## config.mk

```make
export PLATFORM = sky130hd
export DESIGN_NAME = goose_motion_ctrl
export DESIGN_NICKNAME = d
export VERILOG_FILES = /design/src/rtl/goose_motion_ctrl.sv
export SDC_FILE = /design/constraint.sdc
export NUM_CORES = 1
export LEC_CHECK = 0
export ABC_AREA = 1
export BUFFER_PORTS_ARGS = -buffer_cell sky130_fd_sc_hd__buf_2
export CORE_MARGIN = 1
export CORE_UTILIZATION = 50
export DETAILED_ROUTE_END_ITERATION = 10
export PLACE_DENSITY = 0.66
export SLEW_MARGIN = 0
export SYNTH_ARGS = -nofsm -noshare
export SYNTH_HDL_FRONTEND = slang
export SYNTH_SLANG_ARGS = --single-unit
```

## constraint.sdc

```tcl
create_clock -name clk -period 4.9 [get_ports clk]
set_input_delay 0.98 -clock clk [delete_from_list [all_inputs] [get_ports clk]]
set_output_delay 0.98 -clock clk [all_outputs]
set_load 0.03 [all_outputs]
```

## src/rtl/goose_motion_ctrl.sv

```systemverilog
// Per-frame goose motion/animation sequencer: vertical position and sprite select for the runner game.
// Optional GOOSE_FASTFALL_EN: btn_slide cuts the rise short and doubles the fall step while airborne.
//
// state     | meaning
// ----------+-----------------------------------------------
// IDLE      | game stopped, goose parked on the ground
// RUN       | running, run-cycle animation, accepts requests
// JUMP_UP   | rising JUMP_STEP per frame for JUMP_FRAMES frames
// JUMP_DOWN | falling back, clamped at GROUND_Y
// SLIDE     | slide pose for SLIDE_FRAMES frames
// DEAD      | collision seen, outputs frozen until game_run drops
module goose_motion_ctrl #(
   parameter int GROUND_Y     = 400,
   parameter int JUMP_STEP    = 6,
   parameter int JUMP_FRAMES  = 15,
   parameter int SLIDE_FRAMES = 30,
   parameter int ANIM_FRAMES  = 8
) (
   input  logic       clk,
   input  logic       rst_n,
   input  logic       frame_tick,
   input  logic       game_run,
   input  logic       btn_jump,
   input  logic       btn_slide,
   input  logic       collision,
   output logic [9:0] goose_y,
   output logic [1:0] sprite_sel,
   output logic       airborne,
   output logic       dead
);
   localparam int RW = $clog2(JUMP_FRAMES) + 1;
   localparam int SW = $clog2(SLIDE_FRAMES) + 1;
   localparam int AW = $clog2(ANIM_FRAMES) + 1;
   localparam logic [9:0]    GROUND     = 10'(GROUND_Y);
   localparam logic [9:0]    STEP       = 10'(JUMP_STEP);
   localparam logic [9:0]    STEP2      = 10'(2 * JUMP_STEP);
   localparam logic [RW-1:0] RISE_LAST  = RW'(JUMP_FRAMES - 1);
   localparam logic [SW-1:0] SLIDE_LAST = SW'(SLIDE_FRAMES - 1);
   localparam logic [AW-1:0] ANIM_LAST  = AW'(ANIM_FRAMES - 1);
   localparam logic [1:0] SPR_RUN_A = 2'd0;
   localparam logic [1:0] SPR_RUN_B = 2'd1;
   localparam logic [1:0] SPR_JUMP  = 2'd2;
   localparam logic [1:0] SPR_SLIDE = 2'd3;

   typedef enum logic [2:0] {
      S_IDLE, S_RUN, S_JUMP_UP, S_JUMP_DOWN, S_SLIDE, S_DEAD
   } state_t;

   state_t        state_q, state_d;
   logic [9:0]    y_q, y_d;
   logic [1:0]    sel_q, sel_d;
   logic          air_q, air_d, dead_q, dead_d;
   logic [AW-1:0] anim_q, anim_d;
   logic [RW-1:0] rise_q, rise_d;
   logic [SW-1:0] slide_q, slide_d;
   logic          jump_pend_q, jump_pend_d, slide_pend_q, slide_pend_d;
   logic          jump_prev_q, slide_prev_q;
   logic          jump_rise, slide_rise, active, fastfall;
   logic [10:0]   fall_sum;

`ifdef GOOSE_FASTFALL_EN
   assign fastfall = btn_slide;
`else
   assign fastfall = 1'b0;
`endif

   assign jump_rise  = btn_jump & ~jump_prev_q;
   assign slide_rise = btn_slide & ~slide_prev_q;
   assign active     = (state_q == S_RUN) || (state_q == S_JUMP_UP) ||
                       (state_q == S_JUMP_DOWN) || (state_q == S_SLIDE);
   // 11-bit sum so the landing compare cannot wrap
   assign fall_sum   = {1'b0, y_q} + {1'b0, (fastfall ? STEP2 : STEP)};

   always_comb begin
      state_d      = state_q;
      y_d          = y_q;
      sel_d        = sel_q;
      anim_d       = anim_q;
      rise_d       = rise_q;
      slide_d      = slide_q;
      jump_pend_d  = 1'b0;
      slide_pend_d = 1'b0;
      if (active && collision) begin
         state_d = S_DEAD;
      end else if (active && !game_run) begin
         state_d = S_IDLE;
         y_d     = GROUND;
         sel_d   = SPR_RUN_A;
      end else begin
         case (state_q)
            S_IDLE: begin
               y_d   = GROUND;
               sel_d = SPR_RUN_A;
               if (frame_tick && game_run) begin
                  state_d = S_RUN;
                  anim_d  = '0;
               end
            end
            S_RUN: begin
               if (frame_tick && jump_pend_q) begin
                  state_d = S_JUMP_UP;
                  sel_d   = SPR_JUMP;
                  rise_d  = '0;
               end else if (frame_tick && slide_pend_q) begin
                  state_d = S_SLIDE;
                  sel_d   = SPR_SLIDE;
                  slide_d = '0;
               end else if (frame_tick) begin
                  if (anim_q == ANIM_LAST) begin
                     anim_d = '0;
                     sel_d  = (sel_q == SPR_RUN_A) ? SPR_RUN_B : SPR_RUN_A;
                  end else begin
                     anim_d = anim_q + 1'b1;
                  end
               end
            end
            S_JUMP_UP: begin
               if (frame_tick && fastfall) begin
                  state_d = S_JUMP_DOWN;
               end else if (frame_tick) begin
                  y_d = y_q - STEP;
                  if (rise_q == RISE_LAST) state_d = S_JUMP_DOWN;
                  else                     rise_d  = rise_q + 1'b1;
               end
            end
            S_JUMP_DOWN: begin
               if (frame_tick) begin
                  if (fall_sum >= {1'b0, GROUND}) begin
                     y_d     = GROUND;
                     state_d = S_RUN;
                     sel_d   = SPR_RUN_A;
                     anim_d  = '0;
                  end else begin
                     y_d = fall_sum[9:0];
                  end
               end
            end
            S_SLIDE: begin
               y_d = GROUND;
               if (frame_tick) begin
                  if (slide_q == SLIDE_LAST) begin
                     state_d = S_RUN;
                     sel_d   = SPR_RUN_A;
                     anim_d  = '0;
                  end else begin
                     slide_d = slide_q + 1'b1;
                  end
               end
            end
            S_DEAD: begin
               if (!game_run) begin
                  state_d = S_IDLE;
                  y_d     = GROUND;
                  sel_d   = SPR_RUN_A;
               end
            end
            default: state_d = S_IDLE;
         endcase
      end
      // requests survive only while staying in RUN; anything leaving RUN drops them
      if (state_q == S_RUN && state_d == S_RUN) begin
         jump_pend_d  = jump_pend_q | jump_rise;
         slide_pend_d = slide_pend_q | slide_rise;
      end
      air_d  = (state_d == S_JUMP_UP) || (state_d == S_JUMP_DOWN);
      dead_d = (state_d == S_DEAD);
   end

   always_ff @(posedge clk or negedge rst_n) begin
      if (!rst_n) begin
         state_q      <= S_IDLE;
         y_q          <= GROUND;
         sel_q        <= SPR_RUN_A;
         air_q        <= 1'b0;
         dead_q       <= 1'b0;
         anim_q       <= '0;
         rise_q       <= '0;
         slide_q      <= '0;
         jump_pend_q  <= 1'b0;
         slide_pend_q <= 1'b0;
         jump_prev_q  <= 1'b0;
         slide_prev_q <= 1'b0;
      end else begin
         state_q      <= state_d;
         y_q          <= y_d;
         sel_q        <= sel_d;
         air_q        <= air_d;
         dead_q       <= dead_d;
         anim_q       <= anim_d;
         rise_q       <= rise_d;
         slide_q      <= slide_d;
         jump_pend_q  <= jump_pend_d;
         slide_pend_q <= slide_pend_d;
         jump_prev_q  <= btn_jump;
         slide_prev_q <= btn_slide;
      end
   end

   assign goose_y    = y_q;
   assign sprite_sel = sel_q;
   assign airborne   = air_q;
   assign dead       = dead_q;
endmodule

```

Word-level counts from Yosys, hierarchy flattened
Cells that the tools add are included.
W data, S select, Z words.

cells by class
  add/sub/neg operators = 5
  eq/ne operators = 33
  $lt $le $gt $ge = 1
  bitwise logic cells = 8
  reductions and logical operators = 24
  mux-type cells = 52

operator list
  operator                 number
  $mux W10                 5
  $pmux W10 S4             1
  $mux W3                  12
  $mux W4                  9
  $mux W6                  4
  $mux W2                  10
  $ne A2 B2 Y1 const B     9
  $pmux W3 S6              1
  $pmux W4 S4              1
  $mux W5                  3
  $eq A3 B2 Y1 const B     4
  $pmux W6 S2              1
  $add A10 B3 Y11 const B  1
  $ge A11 B9 Y1 const B    1
  $reduce_and A11 Y1       1
  $pmux W2 S5              1
  $pmux W5 S2              1
  $sub A10 B3 Y10 const B  1
  $eq A3 B3 Y1 const B     3
  $ne A3 B2 Y1 const B     3
  $reduce_and A9 Y1        1
  $ne A2 B1 Y1 const B     4
  $reduce_and A7 Y1        1
  $add A6 B1 Y6 const B    1
  other kinds (26)         44

storage, ports and cells
  output and inout bits = 14
  logic and storage cells = 135
  bits in registers = 36
  input bits = 7

Longest topological paths before layout
  depth in word-level cells = 10
  depth in mapped cells = 13
  depth with buffers taken out = 13

Worst setup path after synthesis
No wires, ideal clock.

  path kind = register -> register
  start = register y_q[1], in the netlist goose_y[1]
  end = register sel_q[1], in the netlist sprite_sel[1]
  slack = 2,947 ps
  data arrival time = 1,836 ps
  cell stages (with the launch flop) = 13
  data required time = 4,783 ps
  library setup time = 117 ps
  cells stage by stage = dfrtp_1 -> inv_1 -> ha_1 -> nor2_2 -> nand3_1 -> nand2_1 -> nand2_1 -> nor2_2 -> nand3_2 -> nand2_1 -> nand2_1 -> nand2_1 -> nand2_1

between the ends
  longest elaborated chain between the ends = 4

RTL lines
  what                                RTL line  RTL
  start, declared                     50        logic [9:0] y_q, y_d;
  start signal, assigned              185       y_q <= y_d;
  $add A10 B3 Y11                     72        assign fall_sum = {1'b0, y_q} + {1'b0, (fastfall ? STEP2 : STEP)};
  $ge A11 B9 Y1                       128       if (fall_sum >= {1'b0, GROUND}) begin
  $ne A3 B1 Y1 (no source line)       n/a
  $reduce_and A9 Y1 (no source line)  n/a
  end signal, assigned                186       sel_q <= sel_d;
  end, declared                       51        logic [1:0] sel_q, sel_d;

No other way between the ends.
A chain may end at the register's enable or synchronous reset.

Worst setup path in the final report
  start = register y_q[4], in the netlist goose_y[4]
  end = output port goose_y[4]

RTL lines
  what           RTL line  RTL
  end, declared  26        output logic [9:0] goose_y,

No word-level cell between the ends.

==> metrics.cfg <==
[outcome]
outcome=completed

[power_and_ir_drop]
vdd_drop_max_mv=0.3044
leakage_nw=1.371
p_per_area_nw_per_um2=538.0
p_total_mw=1.460

[global_routing]
antenna_found_initial=0
grt_pass1_wl_um=9584
grt_pass1_vias=2164
grt_usage=0.2334
grt_max_degree=36
grt_overflow_total=0

[critical_path]
criticalPathCategory=reg -> out
cp_top_family=flip-flops
endpoint_kind=output port
worstReg2RegStart=goose_y[1]
worstPathRequired_ns=3.92
critical_path_peak_fanout=10
arrival_ns=1.18
crit_chain=buf_2
crit_slowest_cell=dfstp_2
crit_buf_inv=1
cp-startpoint=goose_y[4]
start_kind=flip-flop
critical-path-max-stage-delay_ns=0.65

[floorplan]
chipHeight_um=72.41
start_util=0.5213
die_area_um2=5242
die_x_um=72.41
core_region_area_um2=4755
row_count=25
io_pins=21

[drt]
drt-total-wl_um=5353
route.vias.total=2252
drcViolationCount=0
routed_via_density=5.249
drt-initial-drc-count=112
antenna_left=0
drt_pass1_iterations=4
wl_per_cell_um=12.48

[synth]
syn_area_per_cell_um2=7.312
synth-seq-cells=35
syn_inst=339
synth_flop_cell=dfrtp_1
syn-cell-area_um2=2479
synth_nets=353
ys_warn_count=0
ys_types=37
synth_edf_count=0
ys_async_sr_fraction=1.000
ys_seq_area_frac=0.3549

[finish]
finish.net_count=375
n_antenna_cell=0
area_growth_pct=9.490
fin_util=0.5708
drive_above_1_share=0.1796

[timing]
fmax_mhz=463.8
hold_viol=0
rsz0062_at_grt=no
min_period_ns=2.156
slew_headroom=0.4874
fin_setup_tns_ns=0
min_period_over_period=0.4400
finalClockSkew_ns=0.004784
tightest_slew_ns=0.7689
drv_slew=0
finalSetupViolCount=0

[clock_network]
htreeDepth=2
cts_buffers=5
ctsResizeCount=0
cts_setup_buffers=0
cts_hold_buf=0
clk_latency_ns=0.29
root_buffer=clkbuf_8
cts.clk_slew.worst_paths_ns=0.07
clk_path_buf_depth=2
cts_sinks=35
cts_tree=yes

[place]
place.gp.congestion=0.8950
dp_hpwl_um=4129
port_buffers=19

[hold_path]
holdCritStartpoint=anim_q[1]
hp-class=reg -> reg

[run]
maxCapViolCount=0

==> cell type report <==
type	instances	area, um^2
Clock buffer	7	76.32
Clock inverter	1	5.005
Fill cell	494	2041
Inverter	46	180.2
Multi-Input combinational cell	254	1394
Sequential cell	35	879.6
Tap cell	67	83.83
Timing Repair Buffer	19	95.09
==> cells in the mapped netlist (6+ instances only) <==
master	number	area [um^2]
inv_1	34	127.6
ha_1	7	87.58
nor2_1	33	123.9
inv_2	8	30.03
a21oi_1	14	70.07
nor3_1	6	30.03
o21ai_0	21	105.1
nand2_1	80	300.3
nand4_1	9	56.30
nand3_1	27	135.1
o21ai_1	11	55.05
dfrtp_1	32	800.8
xor2_1	7	61.31
==> logic make-up after synthesis <==
group,after synthesis,synth area share
XOR/XNOR,7,0.02474
AND/OR/NAND/NOR,181,0.3680
adder cells (fa/ha/maj),7,0.03533
AO/OA/AOI/OAI,58,0.1328
flip-flops,35,0.3549
buffers and inverters,50,0.08278
other,1,0.001513
==> state kept, by name, summed over array words and instances, names as in the netlist <==
signal	cells
airborne	1
anim_q	4
dead	1
goose_y	9
jump_pend_q	1
jump_prev_q	1
rise_q	5
slide_pend_q	1
slide_prev_q	1
slide_q	6
sprite_sel	2
state_q	3
==> final timing paths <==
check	end	slack [ns]	cells after the start
min in group asynchronous	goose_y[9]	0.75	1
setup reg to reg	sprite_sel[0]	2.84	12
setup / recovery	goose_y[4]	2.74	1
hold / removal	anim_q[1]	0.53	2
hold reg to reg	anim_q[1]	0.53	2
max in group asynchronous	goose_y[5]	3.64	1
==> placed cells by master, fill, tap and decap left out, drive strengths merged <==
master and n:
o41ai 1, o21ai 34, dfstp 3, inv 44, nand4 10, a31oi 1
nand2 89, conb 1, ha 7, buf 19, nand3b 3, o21bai 2
clkbuf 7, dfrtp 32, nor2 41, o22ai 2, a211oi 2, xor2 7
a21oi 14, clkinv 3, nor3 6, o32ai 1, nand3 32, o31ai 1
==> per-stage QoR <==
| stage | std cells | hold WS (ns) | instance area [um^2] | setup slack [ns] |
|---|---|---|---|---|
| finish | 429 | 0.5333 | 2714 | 2.744 |
| global route | 429 | 0.5659 | 2714 | 2.648 |
| CTS | 429 | 0.5365 | 2714 | 2.746 |
| detailed placement | 421 | 0.5184 | 2633 | 2.699 |
| global placement | 421 | 0.5095 | 2633 | 2.718 |
| floorplan | 339 | 0.4771 | 2479 | 2.947 |
==> power breakdown <==
| part | switching, mW | internal, mW | total (mW) | leakage (nW) |
|---|---|---|---|---|
| combinational | 0.557 | 0.251 | 0.808 | 0.869 |
| sequential | 0.0872 | 0.366 | 0.453 | 0.460 |
| clock | 0.0991 | 0.0996 | 0.199 | 0.0422 |
| total | 0.744 | 0.717 | 1.46 | 1.37 |
==> routing by layer <==
| layer | share of wire | GRT usage |
|---|---|---|
| met2 | 0.49 | 0.3915 |
| met4 | 0.015 | 0.08715 |
| met3 | 0.031 | 0.03333 |
| met1 | 0.46 | 0.3068 |
| met5 | 0 | 0 |
Power figures use the tool's default switching activity.
